==> config.mk <==
export PLATFORM = sky130hd
export DESIGN_NAME = div_unit
export DESIGN_NICKNAME = d
export VERILOG_FILES = /design/src/rtl/div_unit_pkg.sv /design/src/rtl/div_unit_step.sv /design/src/rtl/div_unit.sv
export SDC_FILE = /design/constraint.sdc
export NUM_CORES = 1
export LEC_CHECK = 0
export BUFFER_PORTS_ARGS = -buffer_cell sky130_fd_sc_hd__buf_2
export CAP_MARGIN = 10
export CELL_PAD_IN_SITES_DETAIL_PLACEMENT = 1
export CELL_PAD_IN_SITES_GLOBAL_PLACEMENT = 2
export CORE_MARGIN = 3
export CORE_UTILIZATION = 35
export DETAILED_ROUTE_END_ITERATION = 8
export PLACE_DENSITY_LB_ADDON = 0.1
export SLEW_MARGIN = 40
export SYNTH_ARGS = -nofsm -noshare
export SYNTH_HDL_FRONTEND = slang
export SYNTH_SLANG_ARGS = --single-unit
==> constraint.sdc <==
create_clock -name clk -period 8.25 [get_ports clk]
set_input_delay 0.825 -clock clk [delete_from_list [all_inputs] [get_ports clk]]
set_output_delay 0.825 -clock clk [all_outputs]
set_load 0.05 [all_outputs]
==> src/rtl/div_unit_pkg.sv <==
// Shared definitions for the RV32 M-extension divider: operand width, funct3 codes,
// divider FSM states and the architectural results for the special cases.
package div_unit_pkg;

   localparam int XLEN = 32;

   typedef logic [XLEN-1:0] data_t;
   typedef logic [2:0]      funct3_t;

   localparam funct3_t F3_DIV  = 3'b100;
   localparam funct3_t F3_DIVU = 3'b101;
   localparam funct3_t F3_REM  = 3'b110;
   localparam funct3_t F3_REMU = 3'b111;

   typedef enum logic [1:0] {IDLE, CALC, FIX, DONE} div_state_t;

   localparam int    DIV_ITER      = XLEN;
   localparam data_t DIV_BY_ZERO_Q = 32'hFFFF_FFFF;
   localparam data_t DIV_OVF_Q     = 32'h8000_0000;

endpackage

==> src/rtl/div_unit_step.sv <==
// One restoring-division step: shift {rem, quo} left, trial-subtract the divisor,
// keep the difference and set the quotient bit when it does not go negative.
module div_unit_step
   import div_unit_pkg::*;
(
   input  logic [XLEN:0]   rem,
   input  logic [XLEN-1:0] quo,
   input  logic [XLEN-1:0] divisor,
   output logic [XLEN:0]   rem_nxt,
   output logic [XLEN-1:0] quo_nxt
);

   logic [XLEN:0] shifted;
   logic [XLEN:0] trial;
   logic          unused_rem_msb;

   // The partial remainder is always below the divisor, so its top bit is never set here.
   assign unused_rem_msb = rem[XLEN];

   always_comb begin
      shifted = {rem[XLEN-1:0], quo[XLEN-1]};
      trial   = shifted - {1'b0, divisor};
      if (!trial[XLEN]) begin
         rem_nxt = trial;
         quo_nxt = {quo[XLEN-2:0], 1'b1};
      end else begin
         rem_nxt = shifted;
         quo_nxt = {quo[XLEN-2:0], 1'b0};
      end
   end

endmodule

==> src/rtl/div_unit.sv <==
// Iterative radix-2 restoring divider for DIV/DIVU/REM/REMU with valid/ready on both sides.
// Optional build macro DIV_EARLY_OUT_EN: finish in one edge when |rs1| < |rs2|.
module div_unit
   import div_unit_pkg::*;
#(
   parameter int ITER = DIV_ITER
) (
   input  logic            clk,
   input  logic            rst,
   input  logic            flush,
   input  logic            in_valid,
   output logic            in_ready,
   input  logic [2:0]      funct3,
   input  logic [XLEN-1:0] rs1,
   input  logic [XLEN-1:0] rs2,
   output logic            out_valid,
   input  logic            out_ready,
   output logic [XLEN-1:0] result
);

   localparam int CW = $clog2(ITER);

   div_state_t      state_q, state_d;
   logic [CW-1:0]   count_q, count_d;
   logic [XLEN:0]   rem_q, rem_d;
   logic [XLEN-1:0] quo_q, quo_d;
   logic [XLEN-1:0] dvs_q, dvs_d;
   logic [XLEN-1:0] result_q, result_d;
   logic [1:0]      op_q, op_d;
   logic            qneg_q, qneg_d;
   logic            rneg_q, rneg_d;
   logic            out_valid_q, out_valid_d;
   logic            in_ready_q, in_ready_d;

   logic signed [XLEN-1:0] rs1_s, rs2_s;
   logic [XLEN-1:0] abs1, abs2;
   logic [XLEN:0]   step_rem;
   logic [XLEN-1:0] step_quo;
   logic            is_signed, accept, div_zero, overflow, early;
   logic            unused_f3;

   function automatic logic [XLEN-1:0] cond_neg(input logic [XLEN-1:0] v, input logic neg);
      return neg ? (~v + 1'b1) : v;
   endfunction

   assign unused_f3 = funct3[2];
   assign is_signed = ~funct3[0];
   assign rs1_s     = rs1;
   assign rs2_s     = rs2;
   assign abs1      = cond_neg(rs1, is_signed & (rs1_s < 0));
   assign abs2      = cond_neg(rs2, is_signed & (rs2_s < 0));
   assign div_zero  = (rs2 == '0);
   assign overflow  = is_signed & (rs1 == DIV_OVF_Q) & (rs2 == DIV_BY_ZERO_Q);
`ifdef DIV_EARLY_OUT_EN
   assign early     = (abs1 < abs2);
`else
   assign early     = 1'b0;
`endif
   assign accept    = in_valid & in_ready_q & ~flush;

   div_unit_step u_step (
      .rem     (rem_q),
      .quo     (quo_q),
      .divisor (dvs_q),
      .rem_nxt (step_rem),
      .quo_nxt (step_quo)
   );

   always_comb begin
      state_d     = state_q;
      count_d     = count_q;
      rem_d       = rem_q;
      quo_d       = quo_q;
      dvs_d       = dvs_q;
      result_d    = result_q;
      op_d        = op_q;
      qneg_d      = qneg_q;
      rneg_d      = rneg_q;
      out_valid_d = out_valid_q;
      in_ready_d  = in_ready_q;

      if (flush) begin
         state_d     = IDLE;
         out_valid_d = 1'b0;
         in_ready_d  = 1'b1;
      end else begin
         case (state_q)
            IDLE: begin
               if (accept) begin
                  op_d       = funct3[1:0];
                  qneg_d     = rs1[XLEN-1] ^ rs2[XLEN-1];
                  rneg_d     = rs1[XLEN-1];
                  rem_d      = '0;
                  quo_d      = abs1;
                  dvs_d      = abs2;
                  in_ready_d = 1'b0;
                  // Special cases bypass the iteration and land directly in DONE.
                  if (div_zero || overflow || early) begin
                     if (div_zero)      result_d = funct3[1] ? rs1 : DIV_BY_ZERO_Q;
                     else if (overflow) result_d = funct3[1] ? '0  : DIV_OVF_Q;
                     else               result_d = funct3[1] ? rs1 : '0;
                     state_d     = DONE;
                     out_valid_d = 1'b1;
                  end else begin
                     state_d = CALC;
                     count_d = CW'(ITER - 1);
                  end
               end
            end
            CALC: begin
               rem_d = step_rem;
               quo_d = step_quo;
               if (count_q == '0) state_d = FIX;
               else               count_d = count_q - 1'b1;
            end
            FIX: begin
               result_d    = op_q[1] ? cond_neg(rem_q[XLEN-1:0], ~op_q[0] & rneg_q)
                                     : cond_neg(quo_q, ~op_q[0] & qneg_q);
               state_d     = DONE;
               out_valid_d = 1'b1;
            end
            DONE: begin
               if (out_ready) begin
                  state_d     = IDLE;
                  out_valid_d = 1'b0;
                  in_ready_d  = 1'b1;
               end
            end
            default: begin
               state_d     = IDLE;
               out_valid_d = 1'b0;
               in_ready_d  = 1'b1;
            end
         endcase
      end
   end

   always_ff @(posedge clk) begin
      if (rst) begin
         state_q     <= IDLE;
         count_q     <= '0;
         rem_q       <= '0;
         quo_q       <= '0;
         dvs_q       <= '0;
         result_q    <= '0;
         op_q        <= '0;
         qneg_q      <= 1'b0;
         rneg_q      <= 1'b0;
         out_valid_q <= 1'b0;
         in_ready_q  <= 1'b1;
      end else begin
         state_q     <= state_d;
         count_q     <= count_d;
         rem_q       <= rem_d;
         quo_q       <= quo_d;
         dvs_q       <= dvs_d;
         result_q    <= result_d;
         op_q        <= op_d;
         qneg_q      <= qneg_d;
         rneg_q      <= rneg_d;
         out_valid_q <= out_valid_d;
         in_ready_q  <= in_ready_d;
      end
   end

   assign in_ready  = in_ready_q;
   assign out_valid = out_valid_q;
   assign result    = result_q;

endmodule
## After elaboration in Yosys (flattened, before gate mapping)

Cells that the tools add are included.

| word-level totals | value |
|---|---|
| flip-flop bits (word level) | 141 |
| input bits | 72 |
| output and inout port bits | 34 |
| logic and storage cells | 97 |

| cells by class | value |
|---|---|
| order comparisons | 2 |
| equal/unequal tests | 11 |
| multiplexer cells | 35 |
| add/sub/neg operators | 6 |
| bitwise operators | 16 |
| reductions and logical operators | 16 |

Operators with widths:

| kind | number |
|---|---|
| 32-bit two-way mux | 15 |
| 32-bit one-hot mux with 2 select lines | 3 |
| 32-bit by 1-bit adder with 32-bit output, second input constant | 4 |
| 32-bit NOT | 4 |
| 32-bit == test, second input constant | 2 |
| 32-bit by 1-bit less-than comparator with 1-bit output, second input constant | 2 |
| 33-bit by 32-bit subtractor with 33-bit output | 1 |
| 32-bit zero test | 1 |
| 5-bit two-way mux | 3 |
| 2-bit inequality test, second input constant | 6 |
| 3-bit AND reduction | 4 |
| 5-bit one-hot mux with 2 select lines | 1 |
| 1-bit bitwise AND | 8 |
| 2-bit two-way mux | 4 |
| 2-bit one-hot mux with 4 select lines | 1 |
| 4-bit AND reduction | 2 |
| 1-bit two-way mux | 6 |
| 2-bit nonzero test | 3 |
| 5-bit zero test | 1 |
| 5-bit AND reduction | 1 |
| 5-bit by 1-bit subtractor with 5-bit output, second input constant | 1 |
| 2-bit == test, second input constant | 2 |
| 1-bit NOT | 3 |
| 1-bit one-hot mux with 3 select lines | 1 |
| 7 further kinds | 7 |

## Depth between registers and ports, before layout

Gate-level depths: netlist of the first run.

| depth | value |
|---|---|
| depth in word-level cells | 8 |
| depth in mapped cells | 14 |
| mapped depth without buffers | 12 |

## Modules after synthesis

From an unflattened synthesis of the first run, not the netlist that was laid out.

| second synthesis, totals | value |
|---|---|
| cell total of the unflattened synthesis | 1541 |
| area, all modules | 11410.9 um^2 |

Modules (own cells, without submodules):

| module | times used | cells an instance | seq. area each (um^2) | area each (um^2) |
|---|---|---|---|---|
| div_unit | 1 | 1180 | 2842.7 | 8924.8 |
| div_unit_step | 1 | 361 | 0.0 | 2486.1 |

## Worst setup path before layout of the first run

OpenSTA, ideal clock, no wires.

| timing | value |
|---|---|
| kind | input to register |
| start point | input rs1[0] |
| end point | register result_q[17] (netlist: result[17]) |
| arrival time | 3030 ps |
| buffers on the path | 2 |
| path slack | 5088 ps |
| library setup time | 132 ps |
| data required time | 8118 ps |
| stages | 13 |
| cell sequence | inv_1 -> ha_1 -> or4b_1 -> or3_1 -> nand4b_2 -> nor2_1 -> nor2_1 -> o21ai_2 -> buf_6 -> buf_6 -> a21oi_1 -> a211oi_1 -> nor3_1 |

| on the way | value |
|---|---|
| word-level cells in the longest chain between the ends | 8 |
| elaborated cells between the ends (all ways) | 11 |
| classes of those cells | eq/ne (2); mux (5); bitwise (2); reduce/logical (2) |

RTL lines:

| what | line | source |
|---|---|---|
| start, declared | div_unit.sv:14 | `input logic [XLEN-1:0] rs1,` |
| 32-bit == test (*) | div_unit.sv:53 | `assign overflow = is_signed & (rs1 == DIV_OVF_Q) & (rs2 == DIV_BY_ZERO_Q);` |
| 1-bit bitwise AND (*) (2 in a row) | div_unit.sv:53 |  |
| 32-bit two-way mux | div_unit.sv:100 | `else if (overflow) result_d = funct3[1] ? '0 : DIV_OVF_Q;` |
| 32-bit two-way mux | div_unit.sv:99 | `if (div_zero) result_d = funct3[1] ? rs1 : DIV_BY_ZERO_Q;` |
| 32-bit two-way mux | div_unit.sv:98 | `if (div_zero \|\| overflow \|\| early) begin` |
| 32-bit two-way mux | div_unit.sv:89 | `if (accept) begin` |
| 32-bit one-hot mux with 2 select lines | div_unit.sv:87 | `case (state_q)` |
| end signal, assigned | div_unit.sv:157 | `result_q <= result_d;` |
| end, declared | div_unit.sv:28 | `logic [XLEN-1:0] result_q, result_d;` |

Every way passes the cells marked *; elsewhere a longest branch is shown, timed or not. The select of a mux whose other input is x is not followed.
A chain may end at the register's enable or synchronous reset.

## Worst setup path after layout of the first run

| timing | value |
|---|---|
| start point | input rs1[0] |
| end point | register result_q[5] (netlist: result[5]) |

The elaborated chain is that of the path after synthesis.

==> results of run 1 <==
worst max-delay path, cell delays in order:
cell,delay [ps]
buf_2,120
inv_1,190
ha_1,220
or4b_1,460
or3_1,460
nand4b_2,420
nor2_1,260
nor2_2,100
o22ai_4,160
buf_4,450
o21ai_0,170
a21oi_1,160
nor3_1,70
cell families (layout without fill, tap and decap cells):
kind of cell	after synthesis	in the layout	synth area share, %
AND/OR/NAND/NOR	554	554	23.4
AO/OA/AOI/OAI	459	459	26.1
flip-flops	141	141	25.5
adder cells (fa/ha/maj)	45	45	5.16
XOR/XNOR	139	139	11.0
buffers and inverters	170	232	6.22
multiplexers	29	29	2.65
registers in the layout, indices dropped and copies added (netlist names):
signal	count
dvs_q	32
quo_q	32
rem_q	32
result	32
count_q	5
op_q	2
state_q	2
in_ready	1
out_valid	1
qneg_q	1
rneg_q	1
worst min path at each step:
stage	from	to	slack [ps]	cells after the start
after CTS	dvs_q[22]	dvs_q[22]	460	2
after global routing	dvs_q[16]	dvs_q[16]	490	2
final	dvs_q[22]	dvs_q[22]	460	2
after global placement	op_q[1]	op_q[1]	440	2
after detailed placement	result[30]	result[30]	460	2
after floorplan	dvs_q[18]	dvs_q[18]	430	2
metal layers:
layer  global-route usage (%)  share of wire [%]  wire length, um
met3                     3.13                2.4              908
met1                     33.4                 52            20000
met2                     36.2                 45            17100
met4                     4.48                1.0              395
met5                        0                  0                0
placed cells by master (no fill, tap or decap), types with 8 or more instances in the layout:
| master | count |
|---|---|
| o21ai_0 | 124 |
| o21a_1 | 8 |
| xor2_1 | 41 |
| buf_2 | 103 |
| buf_4 | 15 |
| mux2i_1 | 27 |
| nand2_1 | 207 |
| xnor2_1 | 98 |
| a31oi_1 | 16 |
| a211oi_1 | 52 |
| nor2_1 | 147 |
| nor3_1 | 53 |
| nor4_1 | 10 |
| a21oi_1 | 160 |
| or3_1 | 8 |
| nor2b_1 | 19 |
| inv_1 | 81 |
| o31ai_1 | 17 |
| nand3_1 | 12 |
| nand4_1 | 20 |
| and3_1 | 11 |
| dfxtp_1 | 140 |
| ha_1 | 42 |
| clkbuf_16 | 17 |
| nand2b_1 | 16 |
| and2_1 | 8 |
| o211ai_1 | 8 |
power by group:
part	switching [W]	total, W	internal [W]
combinational	0.000275	0.000437	0.000161
clock	0.000336	0.000843	0.000507
sequential	0.0000256	0.000731	0.000705
metrics by stage:
step | instance area, um^2 | utilization (%) | total power, W | setup WS (ps)
after floorplan | 11100 | - | 0.00105 | 5090
after global placement | 11800 | 38.3 | 0.00117 | 4000
after detailed placement | 11800 | 38.3 | 0.00118 | 3980
after CTS | 12500 | 40.3 | 0.00203 | 4460
after global routing | 12500 | 40.4 | 0.00212 | 4190
final | 12500 | 40.4 | 0.00201 | 4380
layout make-up:
cell class / count / area (um^2) / share of cell area (%)
repair buffers: 119 / 639 / 5.12
inverters: 81 / 304 / 2.43
clock inverters: 14 / 194 / 1.55
well taps: 396 / 495 / 3.96
multi-input cells: 1226 / 7610 / 60.9
clock buffers: 18 / 429 / 3.43
flip-flops and latches: 141 / 2820 / 22.6
==> flow_metrics.tcl, run 1 <==
set metrics [dict create \
    leakage_nw 4.71 \
    boundaryPins 106 \
    hold_viol 0 \
    arrival_ps 4160 \
    synth_edf_count 0 \
    synth_most_common_cell "nand2_1" \
    drtPass1Iterations 4 \
    crit_type "in -> reg" \
    cts.path.max_buffers 2 \
    cts_htree_levels 4 \
    drive_above_1_share_pct 12.2 \
    synth_top_area_share_pct 25.5 \
    cts_tree "built" \
    dieArea_mm2 0.0338 \
    numCtsBuffers 17 \
    clkTransAtPathRegs_ps 70 \
    period_needed_ps 3870 \
    grt_overflow 0 \
    synth_area_leader_cell "dfxtp_1" \
    crit_path_end_kind "flop" \
    drc 0 \
    io_buffers 104 \
    max-slew-margin-rel_pct 48.8 \
    setup_tns_ps 0 \
    num_antenna_cells 0 \
    row_count 64 \
    routed_wl_mm 38.4 \
    placedCellCount 1963 \
    antenna_found_initial 0 \
    grt_usage_pct 22.9 \
    fmax_mhz 259 \
    grt_max_degree 74 \
    rrSetupSlack_ps 4720 \
    fin_crit_sh_pct 46.9 \
    maxCapViolations 0 \
    worstSetupStartpointType "input pin" \
    antenna_left 0 \
    worst_pin_slew_ps 768 \
    via_per_inst 5.48 \
    yosys-top-cells-area "dfxtp_1, xnor2_1, a21oi_1, nand2_1, o21ai_0" \
    syn_avg_cell_area_um2 7.20 \
    clock_skew_ps 7.16 \
    grt_pass1_wl_mm 61.5 \
    dp_hpwl_mm 28.5 \
    ys_warn_count 0 \
    reg2regPathDepth 12 \
    die_width_um 184 \
    post_cts_buffers 0 \
    r2r-end "rem_q[30]" \
    area_growth_pct 13.0 \
    synth-seq-cells 141 \
    ys.flop_type "dfxtp_1" \
    hold_slack_ps 460 \
    startpoint "rs1[0]" \
    clk_latency_ps 440 \
    setup_viol 0 \
    crit_path_end "result[5]" \
    cts-root-buf "clkbuf_16" \
    nNetsFinal 1703 \
    outcome "completed" \
    fillers 3889 \
    postCtsHoldBufs 0 \
    finalMaxSlewViolations 0 \
    grt_pass1_vias 10863 \
    core_mm2 0.0309 \
    drt_iter0_markers 531 \
    netlist_instances 1537 \
    initial_core_util_pct 35.8 \
    hp-class "reg -> reg" \
    ys_types 82 \
    ir_drop_uv 142 \
    power_density_mw_per_mm2 161 \
    clock_sinks 141 \
    yosysSeqAreaShare_pct 25.5 \
    die_y_um 184 \
    via_count 10933 \
    place_congestion 0.851 \
    instances_no_fill 1995 \
    ys_top_cells_by_count "nand2_1, a21oi_1, nor2_1, dfxtp_1, o21ai_0" \
    async_flop_share_pct 0 \
    r2r-start "quo_q[31]" \
    cts-resized-gates 0 \
    syn_nets 1654 \
    rsz0062_at_grt "false" \
    cp_data_required_time_ps 8540 \
    path_max_fanout 51 \
    syn-cell-area_mm2 0.0111 \
    post_drt_wl_per_cell_um 19.3 \
]
Note: power is estimated with default switching activity, not from simulation.
==> inputs of run 2 (changes only) <==
Clock period 8.25 ns to 3.6 ns, I/O delays scaled along.
==> flow_metrics.tcl, run 2 (same netlist as run 1, synthesis figures left out) <==
set metrics [dict create \
    crit_type "reg -> reg" \
    p_sw_share_pct 31.3 \
    via_count 11124 \
    drc 0 \
    period_needed_ps 3350 \
    die_width_um 184 \
    rsz0062_at_grt "false" \
    cp_data_required_time_ps 3950 \
    drtPass1Iterations 4 \
    fmax_mhz 299 \
    io_buffers 104 \
    hold_viol 0 \
    post_drt_wl_per_cell_um 19.3 \
    path_max_fanout 20 \
    clkPwrFrac_pct 42.8 \
    routed_wl_mm 39.4 \
    antenna_found_initial 0 \
    cts-root-buf "clkbuf_16" \
    finalMaxSlewViolations 0 \
    maxCapViolations 0 \
    combPwrFrac_pct 21.9 \
    antenna_left 0 \
    worst_pin_slew_ps 797 \
    fin_crit_sh_pct 93.0 \
    cpMaxStageDelayCell "or3_2" \
    crit_path_end_kind "flop" \
    grt_max_degree 86 \
    boundaryPins 106 \
    clock_sinks 141 \
    initial_core_util_pct 35.8 \
    ir_drop_uv 318 \
    core_mm2 0.0309 \
    place_congestion 0.834 \
    via_per_inst 5.46 \
    cts_tree "built" \
    hold_slack_ps 240 \
    dp_hpwl_mm 30.2 \
    fillers 3948 \
    grt_pass1_wl_mm 63.0 \
    drive_above_1_share_pct 14.2 \
    die_y_um 184 \
    arrival_ps 3700 \
    area_growth_pct 16.4 \
    pwr-share-seq_pct 35.4 \
    setup_tns_ps 0 \
    postCtsHoldBufs 0 \
    clk_latency_ps 440 \
    crit_chain "inv_1 -> fa_1 -> nor2b_4 -> o31ai_4 -> a31oi_4 -> o31ai_4 -> o31ai_4 -> a21oi_1 -> or3_2 -> buf_4 -> mux2i_1 -> o21ai_0" \
    switchingPower_w 0.00149 \
    cpPeakStageDelay_ps 530 \
    setup_viol 0 \
    worst_path_most_repeated_cell "o31ai_4" \
    leakage_nw 4.95 \
    clock_skew_ps 12.0 \
    p_int_w 0.00327 \
    clkTransAtPathRegs_ps 60 \
    worstSetupStartpointType "flop" \
    numCtsBuffers 17 \
    layout_common_cells "nand2_1, a21oi_1, nor2_1, dfxtp_1, o21ai_0" \
    power_density_mw_per_mm2 370 \
    nNetsFinal 1747 \
    row_count 64 \
    post_cts_buffers 0 \
    grt_usage_pct 23.5 \
    grt_pass1_vias 11307 \
    final_common_cell "nand2_1" \
    drt_iter0_markers 604 \
    hp-class "in -> reg" \
    num_antenna_cells 0 \
    cts_htree_levels 4 \
    max-slew-margin-rel_pct 46.9 \
    dieArea_mm2 0.0338 \
    grt_overflow 0 \
    fin_util_pct 41.7 \
    cts.path.max_buffers 2 \
    outcome "completed" \
]
run 2: changes by cell type in the layout (fill, tap and decap cells not counted), moves of 2 or more:
cell        before  now
buf_12           0    3
buf_4           15   56
clkinv_2         3    0
clkinvlp_4       2    4
run 2: final timing paths:
kind | to | cells after the start | startpoint | slack (ps)
worst max-delay path | rem_q[14] | 12 | rem_q[0] | 250
worst min-delay path | dvs_q[0] | 3 | rs2[0] | 240
worst min register to register | dvs_q[22] | 2 | dvs_q[22] | 460
worst max register to register | rem_q[14] | 12 | rem_q[0] | 250
run 2: worst max-delay path: cells and delay by family, from the launching register on:
family          cells  cell delay (ps)
buf+inv             2              400
fa+ha+maj           1              510
flops               1              440
mux                 1              150
compound gates      6             1040
simple gates        2              700
run 2: cell type report:
type                       instances  area [um^2]  share of cell area, %
clock buffer                      19          443                   3.44
clock inverter                    13          215                   1.67
timing repair buffer             163         1010                   7.82
multi-input combinational       1226         7590                   58.9
sequential                       141         2820                   21.9
tap                              396          495                   3.85
inverter                          81          304                   2.36
run 2: what timing repair did:
item                                    in CTS  in global routing
endpoints found under the setup margin       0                  3
resized for setup                            0                  1
endpoints found under the hold margin        0                  0
run 2: power groups by stage:
stage               Sequential [W]  Combinational [W]  Clock, W
finish                     0.00168            0.00104   0.00203
global route               0.00169            0.00116   0.00214
CTS                        0.00168            0.00104   0.00208
detailed placement         0.00172            0.00103         0
global placement           0.00172            0.00102         0
floorplan                  0.00169           0.000712         0
run 2: layer usage:
metal / part of all wire (%) / vias up / track usage [%]
met4: 1.3 / 0 / 5.44
li1: - / 5613 / -
met2: 44 / 147 / 38.0
met1: 52 / 5332 / 33.8
met5: 0 / - / 0
met3: 2.5 / 32 / 2.53
run 2: stage by stage:
step	setup WS, ps	total power [W]	cells	instance area, um^2
3_3_place_gp	281	0.00273	2007	12200
5_1_grt	53.9	0.00499	2039	12900
2_1_floorplan	603	0.00240	1537	11100
6_report	251	0.00476	2039	12900
4_1_cts	168	0.00480	2039	12900
3_5_place_dp	204	0.00275	2007	12200
==> inputs of run 3 (changes only) <==
Settings changed: RECOVER_POWER from default to 25.
==> flow_metrics.tcl, run 3 (same netlist as run 1, synthesis figures left out) <==
set metrics [dict create \
    arrival_ps 3700 \
    numCtsBuffers 17 \
    pwr-share-seq_pct 35.4 \
    antenna_left 0 \
    cp_data_required_time_ps 3950 \
    cts_tree "built" \
    use_met1_pct 33.8 \
    crit_type "reg -> reg" \
    clkPwrFrac_pct 42.7 \
    fillers 3942 \
    maxCapViolations 0 \
    outcome "completed" \
    p_sw_share_pct 31.3 \
    hold_viol 0 \
    via_per_inst 5.46 \
    busiest_layer "met2" \
    drc 0 \
    area_growth_pct 15.9 \
    grt_overflow 0 \
    max-slew-margin-rel_pct 43.3 \
    clock_skew_ps 10.1 \
    worst_pin_slew_ps 851 \
    fin_util_pct 41.5 \
    worstSetupStartpointType "flop" \
    grt_usage_pct 23.5 \
    worst_path_most_repeated_cell "o31ai_4" \
    dp_hpwl_mm 30.2 \
    setup_viol 0 \
    place_congestion 0.834 \
    fin_crit_sh_pct 93.0 \
    crit_chain "inv_1 -> fa_1 -> nor2b_4 -> o31ai_4 -> a31oi_4 -> o31ai_4 -> o31ai_4 -> a21oi_1 -> or3_2 -> buf_4 -> mux2i_1 -> o21ai_0" \
    clock_sinks 141 \
    setup_tns_ps 0 \
    clkTransAtPathRegs_ps 60 \
    layout_common_cells "nand2_1, a21oi_1, nor2_1, dfxtp_1, o21ai_0" \
    path_max_fanout 20 \
    drt_iter0_markers 574 \
    power_density_mw_per_mm2 371 \
    cpPeakStageDelay_ps 530 \
    cts-root-buf "clkbuf_16" \
    grt_pass1_vias 11307 \
    grt_max_degree 86 \
    cts.path.max_buffers 2 \
    postCtsHoldBufs 0 \
    core_mm2 0.0309 \
    p_int_w 0.00327 \
    drtPass1Iterations 4 \
    crit_path_end_kind "flop" \
    routed_wl_mm 39.4 \
    final_common_cell "nand2_1" \
    initial_core_util_pct 35.8 \
    ir_drop_uv 317 \
    cpMaxStageDelayCell "or3_2" \
    drive_above_1_share_pct 12.1 \
    met2_usage_pct 38.0 \
    hp-class "in -> reg" \
    via_count 11126 \
    die_y_um 184 \
    use_met3_pct 2.53 \
    period_needed_ps 3350 \
    cpLargestDelayFamily "compound AO/OA/AOI/OAI gates" \
    post_drt_wl_per_cell_um 19.3 \
    boundaryPins 106 \
    antenna_found_initial 0 \
    worst-path-buf-inv 2 \
    dieArea_mm2 0.0338 \
    switchingPower_w 0.00149 \
    num_antenna_cells 0 \
    nNetsFinal 1747 \
    combPwrFrac_pct 21.9 \
    leakage_nw 4.80 \
    cts_htree_levels 4 \
    rsz0062_at_grt "false" \
    finalMaxSlewViolations 0 \
    io_buffers 104 \
    die_width_um 184 \
    clk_latency_ps 440 \
    fmax_mhz 299 \
    row_count 64 \
    grt_pass1_wl_mm 63.0 \
]
==> run 3: cell types whose count changed in the layout (fill, tap and decap cells not counted), sizes merged <==
cell | before | now
buf | 163 | 128
clkbuf | 19 | 54
==> run 3: final timing paths <==
| kind | startpoint | to | slack [ps] | cells past startpoint |
|---|---|---|---|---|
| max | rem_q[0] | rem_q[14] | 250 | 12 |
| min | rs2[0] | dvs_q[0] | 240 | 3 |
| max reg2reg | rem_q[0] | rem_q[14] | 250 | 12 |
| min reg2reg | dvs_q[22] | dvs_q[22] | 460 | 2 |
==> run 3: final cells by class <==
cell class / instances / area, um^2 / area share [%]
Clock inverter: 13 / 215 / 1.68
Inverter: 81 / 304 / 2.37
Multi-Input combinational cell: 1226 / 7580 / 59.1
Timing Repair Buffer: 163 / 962 / 7.50
Sequential cell: 141 / 2820 / 22.0
Tap cell: 396 / 495 / 3.86
Clock buffer: 19 / 443 / 3.45
==> run 3: stage by stage <==
stage | cell area (um^2) | worst slack [ps] | hold WS [ps] | power, W | instances
2_1_floorplan | 11100 | 603 | 432 | 0.00240 | 1537
3_3_place_gp | 12200 | 281 | 442 | 0.00273 | 2007
3_5_place_dp | 12200 | 204 | 452 | 0.00275 | 2007
4_1_cts | 12900 | 168 | 206 | 0.00480 | 2039
5_1_grt | 12800 | 53.9 | 235 | 0.00499 | 2039
6_report | 12800 | 251 | 239 | 0.00475 | 2039
==> run 3: tightest hold or removal path, stage by stage <==
cell and delay [ps]:
buf_2 140, nand2_1 80, a21oi_1 50
==> run 3: layer usage <==
layer / share of wire, % / vias up
li1: - / 5610
met1: 52 / 5323
met2: 44 / 161
met3: 2.7 / 32
met4: 1.3 / 0
met5: 0 / -
==> run 3: power groups by stage <==
stage                     Combinational [W]  Clock, W  Sequential [W]
after floorplan                    0.000712         0         0.00169
after global placement              0.00102         0         0.00172
after detailed placement            0.00103         0         0.00172
after CTS                           0.00104   0.00208         0.00168
after global routing                0.00116   0.00214         0.00169
final                               0.00104   0.00203         0.00168
==> run 3: timing repair <==
item,4_1_cts,5_1_grt
gates resized for setup,0,1
buffers inserted,0,0
endpoints found under the setup margin,0,3
